File: src/rtl/valid_strobe_gen.sv
// valid_strobe_gen: one-cycle strobe generator for the LED register chain.
// In RUN the strobe repeats every "limit" cycles, the limit being picked by
// i_rate. In IDLE each rising edge of i_step issues one manual strobe.
// o_pulses counts every issued strobe and wraps silently.
module valid_strobe_gen #(
  parameter int unsigned NB_COUNTER = 32,
  parameter int unsigned NB_PULSES  = 8,
  parameter int unsigned R0         = 2**14,
  parameter int unsigned R1         = 2**16,
  parameter int unsigned R2         = 2**18,
  parameter int unsigned R3         = 2**20
) (
  input  logic                 clock,
  input  logic                 i_reset,
  input  logic                 i_enable,
  input  logic [1:0]           i_rate,
  input  logic                 i_step,
  output logic                 o_valid,
  output logic [NB_PULSES-1:0] o_pulses,
  output logic                 o_running
);

  typedef enum logic {
    IDLE = 1'b0,
    RUN  = 1'b1
  } state_t;

  // Terminal counts (limit - 1), limits truncated to the counter width.
  localparam logic [NB_COUNTER-1:0] ONE     = NB_COUNTER'(1);
  localparam logic [NB_COUNTER-1:0] LIM0_M1 = NB_COUNTER'(R0) - ONE;
  localparam logic [NB_COUNTER-1:0] LIM1_M1 = NB_COUNTER'(R1) - ONE;
  localparam logic [NB_COUNTER-1:0] LIM2_M1 = NB_COUNTER'(R2) - ONE;
  localparam logic [NB_COUNTER-1:0] LIM3_M1 = NB_COUNTER'(R3) - ONE;

  state_t                  state_q, state_d;
  logic [NB_COUNTER-1:0]   cnt_q, cnt_d;
  logic                    valid_q, valid_d;
  logic [NB_PULSES-1:0]    pulses_q, pulses_d;
  logic                    running_q;
  logic                    step_q;
  logic [1:0]              rate_q;
  logic [NB_COUNTER-1:0]   limit_m1;

  // Terminal count for the currently registered rate selection.
  always_comb begin
    limit_m1 = LIM0_M1;
    case (rate_q)
      2'b00:   limit_m1 = LIM0_M1;
      2'b01:   limit_m1 = LIM1_M1;
      2'b10:   limit_m1 = LIM2_M1;
      default: limit_m1 = LIM3_M1;
    endcase
  end

  // Next state, counter and strobe decision; entering RUN wins over a step edge,
  // and a rate change restarts the count so a partial period never strobes.
  always_comb begin
    state_d = state_q;
    cnt_d   = cnt_q;
    valid_d = 1'b0;
    case (state_q)
      IDLE: begin
        cnt_d = '0;
        if (i_enable) begin
          state_d = RUN;
        end else if (i_step && !step_q) begin
          valid_d = 1'b1;
        end
      end
      RUN: begin
        if (!i_enable) begin
          state_d = IDLE;
          cnt_d   = '0;
        end else if (i_rate != rate_q) begin
          cnt_d = '0;
        end else if (cnt_q == limit_m1) begin
          cnt_d   = '0;
          valid_d = 1'b1;
        end else begin
          cnt_d = cnt_q + ONE;
        end
      end
    endcase
    pulses_d = pulses_q + NB_PULSES'(valid_d);
  end

  // State and output registers; reset aborts any count in progress.
  always_ff @(posedge clock or negedge i_reset) begin
    if (!i_reset) begin
      state_q   <= IDLE;
      cnt_q     <= '0;
      valid_q   <= 1'b0;
      pulses_q  <= '0;
      running_q <= 1'b0;
      step_q    <= 1'b0;
      rate_q    <= 2'b00;
    end else begin
      state_q   <= state_d;
      cnt_q     <= cnt_d;
      valid_q   <= valid_d;
      pulses_q  <= pulses_d;
      running_q <= (state_d == RUN);
      step_q    <= i_step;
      rate_q    <= i_rate;
    end
  end

  assign o_valid   = valid_q;
  assign o_pulses  = pulses_q;
  assign o_running = running_q;

endmodule

File: config.mk
export PLATFORM = sky130hd
export DESIGN_NAME = valid_strobe_gen
export DESIGN_NICKNAME = d
export VERILOG_FILES = /design/src/rtl/valid_strobe_gen.sv
export SDC_FILE = /design/constraint.sdc
export NUM_CORES = 1
export LEC_CHECK = 0
export BUFFER_PORTS_ARGS = -buffer_cell sky130_fd_sc_hd__buf_2
export CORE_MARGIN = 10
export CORE_UTILIZATION = 40
export CTS_BUF_LIST = sky130_fd_sc_hd__clkbuf_8
export CTS_CLUSTER_SIZE = 14
export DETAILED_ROUTE_END_ITERATION = 8
export SLEW_MARGIN = 15
export SYNTH_ARGS = -nofsm -noshare
export SYNTH_HDL_FRONTEND = slang
export SYNTH_SLANG_ARGS = --single-unit
File: constraint.sdc
create_clock -name clock -period 3.51 [get_ports clock]
set_clock_uncertainty 0.2 [all_clocks]
set_input_delay 0.351 -clock clock [delete_from_list [all_inputs] [get_ports clock]]
set_output_delay 0.351 -clock clock [all_outputs]
set_load 0.03 [all_outputs]
==> flow_summary.json, run 1 <==
{
  "outcome": "finished clean",
  "ys_types": 34,
  "synth_top_family_by_area": "simple AND/OR/NAND/NOR gates",
  "fmax_mhz": 352.3,
  "synth_compound_area_share_pct": 13.77,
  "power.density_mw_per_mm2": 413.8,
  "ys_async_sr_fraction_pct": 100.0,
  "first_pass_iters": 4,
  "period_minus_slack_ns": 2.839,
  "cts_buffers": 5,
  "busiest_layer": "met2",
  "grt_max_degree": 46,
  "clock_path_buffers": 2,
  "synth_area_leader_cell": "dfrtp_1",
  "num_vias": 1756,
  "synth.most_common_cell": "dfrtp_1",
  "rows": 27,
  "synthesis.nets": 229,
  "clock-sinks": 45,
  "io_pins": 16,
  "synth_cells": 220,
  "setup_tns_ns": 0,
  "cp.arrival_ns": 2.87,
  "syn_avg_cell_area_um2": 10.66,
  "hold_violations": 0,
  "synthTopCellsByArea": "dfrtp_1 (48%), xnor2_1 (5.6%), nor3_1 (4.1%)",
  "cts_hold_buf": 4,
  "hp-class": "in2async",
  "grt_pass1_wl_um": 8466,
  "path_delay_family": "simple AND/OR/NAND/NOR gates",
  "ys_seq_area_share_pct": 48.03,
  "synthTopCellsByCount": "dfrtp_1 (45), nor3_1 (19), xnor2_1 (15), nand3_1 (12), o31ai_1 (12)",
  "final_cells": 310,
  "fp.dieW_um": 96.56,
  "grt_use_met1_pct": 14.60,
  "floorplan.initialDensity_pct": 41.81,
  "grt_setup_unrepaired": "no",
  "drv_cap": 0,
  "core_area_mm2": 0.005608,
  "routed_wl_um": 4733,
  "numPlacedInstances": 298,
  "port_buffers": 15,
  "post-place-ws_ns": 0.6628,
  "drive_gt1_share_pct": 18.91,
  "crit_top_cell": "ha_1",
  "synthXorXnorAreaFrac_pct": 8.218,
  "synth.area.mux_share_pct": 0,
  "die_area_mm2": 0.009324,
  "hpwl_um": 3048,
  "final_max_slew_viol_count": 0,
  "synth-simple-area-share_pct": 24.76,
  "vdd_drop_max_mv": 0.3310,
  "yosysWarnings": 0,
  "worstPathRequired_ns": 3.54,
  "synth_edf_count": 0,
  "htreeDepth": 2,
  "cp-start-kind": "flip-flop",
  "syn_area_mm2": 0.002345,
  "worst-setup-path-type": "reg2reg",
  "gp_congestion": 0.7385,
  "insertion_delay_ns": 0.30,
  "postLayoutCoreUtil_pct": 47.03,
  "vias_per_cell": 5.665,
  "post-cts-setup-buffers": 0,
  "finalCritPeriodShare_pct": 80.87,
  "post-route-drc-count": 0,
  "area.growth.synth_to_final_pct": 12.49,
  "crit_chain": "ha_1 > nand3_1 > or4_1 > a2111oi_4 > a21o_1 > ha_1 > ha_1 > nand3_1 > nor2_1 > xor2_1",
  "diodes": 0,
  "layout.nets": 246,
  "synth_top_area_share_pct": 48.03,
  "p_leak_nw": 0.9893,
  "endpoint_kind": "flip-flop",
  "path_clk_slew_ns": 0.09,
  "tightest_slew_ns": 0.9909,
  "cts_tree": "yes",
  "synth_seq_cells": 45,
  "slowest_delay_ns": 0.57,
  "synth_ff_type": "dfrtp_1",
  "setup_viol": 0,
  "drt_iter0_markers": 80,
  "cp_num_buf_inv": 0,
  "grt-ovfl-total": 0,
  "synth_fa_ha_area_share_pct": 1.601,
  "chipHeight_um": 96.56,
  "timing.slew.headroom_pct": 33.94,
  "slowest_stage": "or4_1",
  "grt_usage_pct": 11.28,
  "grtUsageMet2_pct": 17.71,
  "cts_root_buf": "clkbuf_8",
  "drtAntennaViolNets": 0,
  "crit_fanout": 4,
  "antenna_found_initial": 0,
  "final.setup.worst_slack_ns": 0.6714,
  "grt_util_met3_pct": 2.853,
  "cts-resized-gates": 0,
  "grt_pass1_vias": 1800,
  "wire_per_inst_um": 15.27
}
[final cells by class]
type	instances	area, um2
multi-input combinational	156	1134
clock inverter	2	37.54
inverter	6	22.52
tap	72	90.09
fill	551	2970
sequential	45	1126
clock buffer	6	82.58
timing repair buffer	23	145.1
[worst register-to-register path, stage by stage (launching register included)]
cell,delay [ns]
dfrtp_1,0.40
ha_1,0.24
nand3_1,0.16
or4_1,0.57
a2111oi_4,0.23
a21o_1,0.19
ha_1,0.19
ha_1,0.19
nand3_1,0.11
nor2_1,0.14
xor2_1,0.15
[per-stage QoR]
step	area [um2]	total power, mW	hold slack (ns)
2_1_floorplan	2345	0.6387	-0.1446
3_3_place_gp	2477	0.6874	0.2577
3_5_place_dp	2477	0.6860	0.2601
4_1_cts	2638	1.104	0.04771
5_1_grt	2638	1.141	0.1060
6_report	2638	1.091	0.01106
[logic make-up (layout without fill, tap and decap cells)]
kind of cell / Yosys count / in the layout
flops: 45 / 45
compound gates: 37 / 37
buf+inv: 19 / 37
xor+xnor: 22 / 22
fa+ha+maj: 3 / 3
simple gates: 94 / 94
[path summary, 6_finish.rpt]
| kind | end | start | depth (start not counted) | slack (ns) |
|---|---|---|---|---|
| setup / recovery | o_pulses[6]$_DFF_PN0_ | cnt_q[0]$_DFF_PN0_ | 10 | 0.67 |
| hold / removal | cnt_q[24]$_DFF_PN0_ | i_reset | 1 | 0.01 |
| setup reg to reg | o_pulses[6]$_DFF_PN0_ | cnt_q[0]$_DFF_PN0_ | 10 | 0.67 |
| hold reg to reg | o_pulses[7]$_DFF_PN0_ | o_pulses[7]$_DFF_PN0_ | 1 | 0.28 |
| max in group asynchronous | o_valid$_DFF_PN0_ | i_reset | 1 | 2.49 |
| min in group clock | o_pulses[7]$_DFF_PN0_ | o_pulses[7]$_DFF_PN0_ | 1 | 0.28 |
[placed cells by master, fill, tap and decap left out, types with 4 or more instances in the layout]
cell,netlist,layout
xnor2_1,15,15
dlygate4sd3_1,0,4
clkbuf_8,0,6
buf_4,0,4
a211oi_2,7,7
nand4_1,9,9
inv_1,6,6
nand2_1,11,11
nand3_1,12,12
buf_2,5,15
o31ai_1,12,12
or3_1,5,5
o21ai_0,4,4
nor3_1,19,19
nor2_1,5,5
a211oi_1,10,10
dfrtp_1,45,45
or4_1,8,8
nor4_1,6,6
xor2_1,7,7
or4_4,6,6
[per-layer routing]
| metal | vias to the layer above | wire, um |
|---|---|---|
| met1 | 852 | 2353 |
| met3 | 8 | 156 |
| met4 | 0 | 81 |
| met2 | 26 | 2142 |
| met5 | - | 0 |
| li1 | 870 | - |
[where the power goes]
group          switching (mW)  internal [mW]
registers              0.0236          0.542
clock network           0.183          0.232
logic                  0.0791         0.0321
total                   0.286          0.806
[registers in the layout, indices dropped and copies added, names as in the netlist]
register,cells
cnt_q,32
o_valid,1
o_pulses,8
o_running,1
rate_q,2
step_q,1
No activity file was read; power rests on OpenSTA's default activity.
==> run 2: changes to the inputs <==
--- a/config.mk
+++ b/config.mk
@@ -5,6 +5,7 @@
 export SDC_FILE = /design/constraint.sdc
 export NUM_CORES = 1
 export LEC_CHECK = 0
+export ABC_AREA = 1
 export BUFFER_PORTS_ARGS = -buffer_cell sky130_fd_sc_hd__buf_2
 export CORE_MARGIN = 10
 export CORE_UTILIZATION = 40
==> constraint.sdc (replaced) <==
create_clock -name clock -period 2.45 [get_ports clock]
set_clock_uncertainty 0.2 [all_clocks]
set_input_delay 0.245 -clock clock [delete_from_list [all_inputs] [get_ports clock]]
set_output_delay 0.245 -clock clock [all_outputs]
set_load 0.03 [all_outputs]
==> run 2 against run 1 <==
  * Design area increased by 12%
  * Combinational power increased by 49%
  * Synthesized cell count increased by 55%
  * Via count increased by 24%
  * Critical path depth increased by 2
  * Critical path type unchanged
  * Largest cell class unchanged
==> flow_summary.json, run 2 <==
{
  "path_clk_slew_ns": 0.09,
  "cp-start-kind": "flip-flop",
  "htreeDepth": 2,
  "slowest_delay_ns": 0.43,
  "synthXorXnorAreaFrac_pct": 8.693,
  "port_buffers": 15,
  "grt_pass1_vias": 2174,
  "ys_async_sr_fraction_pct": 100.0,
  "synth_area_leader_cell": "dfrtp_1",
  "ys_seq_area_share_pct": 44.71,
  "clock_path_buffers": 2,
  "cts_tree": "yes",
  "grt_pass1_wl_um": 10350,
  "numPlacedInstances": 441,
  "grt_max_degree": 46,
  "post-route-drc-count": 0,
  "synth.most_common_cell": "nand2_1",
  "num_vias": 2183,
  "synth_edf_count": 0,
  "area.growth.synth_to_final_pct": 16.99,
  "grt-ovfl-total": 0,
  "cp_num_buf_inv": 0,
  "setup_tns_ns": 0,
  "floorplan.initialDensity_pct": 41.80,
  "synth_compound_area_share_pct": 0.6955,
  "synthesis.nets": 351,
  "ys_types": 22,
  "power.density_mw_per_mm2": 534.7,
  "synth_cells": 342,
  "period_minus_slack_ns": 2.322,
  "chipHeight_um": 99.35,
  "grt_usage_pct": 12.64,
  "final_cells": 455,
  "io_pins": 16,
  "insertion_delay_ns": 0.31,
  "worstPathRequired_ns": 2.45,
  "syn_area_mm2": 0.002519,
  "slowest_stage": "dfrtp_1",
  "synth_top_area_share_pct": 44.71,
  "layout_common_cells": "nand2_1 (98), nor2_1 (93), dfrtp_1 (45), inv_1 (32), nand3_1 (21)",
  "fmax_mhz": 430.7,
  "routed_wl_um": 5874,
  "yosysWarnings": 0,
  "synth.area.mux_share_pct": 0,
  "p_leak_nw": 1.323,
  "rows": 28,
  "setup_viol": 0,
  "synth_fa_ha_area_share_pct": 1.490,
  "drv_cap": 0,
  "drtAntennaViolNets": 0,
  "synth-simple-area-share_pct": 38.75,
  "synthTopCellsByArea": "dfrtp_1 (45%), nand2_1 (15%), nor2_1 (14%)",
  "endpoint_kind": "flip-flop",
  "fillers": 623,
  "synth_ff_type": "dfrtp_1",
  "wire_per_inst_um": 12.91,
  "final_common_cell": "nand2_1",
  "hold_violations": 0,
  "hpwl_um": 4291,
  "crit_fanout": 4,
  "timing.slew.headroom_pct": 61.20,
  "reg2reg_setup_slack_ns": 0.13,
  "worst-setup-path-type": "reg2reg",
  "registers.top_by_ff_count": "cnt_q",
  "layout.nets": 388,
  "hp-class": "reg2reg",
  "outcome": "finished clean",
  "first_pass_iters": 4,
  "core_area_mm2": 0.006026,
  "tightest_slew_ns": 0.5820,
  "vdd_drop_max_mv": 0.6158,
  "drt_iter0_markers": 117,
  "cts_root_buf": "clkbuf_8",
  "synth_top_family_by_area": "simple AND/OR/NAND/NOR gates",
  "antenna_found_initial": 0,
  "drive_gt1_share_pct": 12.63,
  "final_max_slew_viol_count": 0,
  "die_area_mm2": 0.009870,
  "cp.arrival_ns": 2.32,
  "fp.dieW_um": 99.35,
  "diodes": 0,
  "clock-sinks": 45,
  "synthTopCellsByCount": "nand2_1 (98), nor2_1 (94), dfrtp_1 (45), inv_1 (32), nand3_1 (22)",
  "synth_seq_cells": 45,
  "syn_avg_cell_area_um2": 7.365,
  "cts_buffers": 5,
  "largest_reg_flops": 32,
  "finalCritPeriodShare_pct": 94.77,
  "crit_chain": "ha_4 > nand2_2 > nor2_4 > nand3_2 > nor2_4 > nand3_1 > o31ai_1 > ha_2 > ha_1 > nand3_2 > nand3b_1 > xnor2_1",
  "vias_per_cell": 4.798,
  "path_delay_family": "simple AND/OR/NAND/NOR gates",
  "gp_congestion": 0.9581
}
-- run 2: per-stage QoR --
stage,power [mW],worst slack (ns),area [um2],utilization (%),hold WS [ns]
after floorplan,0.9172,0.06832,2519,-,-0.2506
after global placement,0.9830,0.1069,2748,45.60,0.1690
after detailed placement,0.9833,0.05089,2748,45.60,0.1696
after CTS,1.598,0.05088,2917,48.40,0.2833
after global routing,1.654,-0.01453,2947,48.90,0.3284
final,1.575,0.1282,2947,48.90,0.2715
-- run 2: worst reg2reg max path, delay by kind of cell, from the launching register on --
family          cells  cell delay (ns)
xor+xnor            1             0.13
compound gates      1             0.10
fa+ha+maj           3             0.60
simple gates        7             0.76
flops               1             0.43
-- run 2: final timing paths --
| check | endpoint | start | cells after the start |
|---|---|---|---|
| max reg2reg | o_pulses[6]$_DFF_PN0_ | cnt_q[0]$_DFF_PN0_ | 12 |
| max | o_pulses[6]$_DFF_PN0_ | cnt_q[0]$_DFF_PN0_ | 12 |
| min reg2reg | o_pulses[7]$_DFF_PN0_ | o_pulses[7]$_DFF_PN0_ | 1 |
| min in group asynchronous | cnt_q[18]$_DFF_PN0_ | i_reset | 3 |
| max in group asynchronous | cnt_q[8]$_DFF_PN0_ | i_reset | 3 |
| min | o_pulses[7]$_DFF_PN0_ | o_pulses[7]$_DFF_PN0_ | 1 |
-- run 2: layout make-up --
type	count	area (um2)	share of cell area, %
Multi-Input combinational cell	263	1272	43.18
Sequential cell	45	1126	38.22
Timing Repair Buffer	32	215.2	7.304
Inverter	32	120.1	4.076
Tap cell	75	93.84	3.185
Clock buffer	5	68.82	2.335
Clock inverter	3	50.05	1.699
-- run 2: power breakdown --
group          switching, mW  leakage, nW  internal [mW]
Clock                  0.289       0.0603          0.313
Sequential            0.0318        0.614          0.776
Combinational          0.116        0.649         0.0490
Total                  0.437         1.32           1.14
-- run 2: kinds of logic after synthesis --
family / after synthesis
simple gates: 232
flops: 45
buf+inv: 34
xor+xnor: 25
compound gates: 3
fa+ha+maj: 3
-- run 2: timing repair --
action,CTS,global route
hold buffers,5,0
endpoints found under the hold margin,50,0
resized for setup,0,5
setup endpoints to repair,0,2
buffers inserted,0,1
-- run 2: per-layer routing --
metal  track usage, %  vias up  part of all wire, %
met5                0        -                    0
met4            4.961        0                  1.7
met3            2.976       13                  4.8
met2            19.79       48                   44
met1            16.37     1000                   49
li1                 -     1122                    -
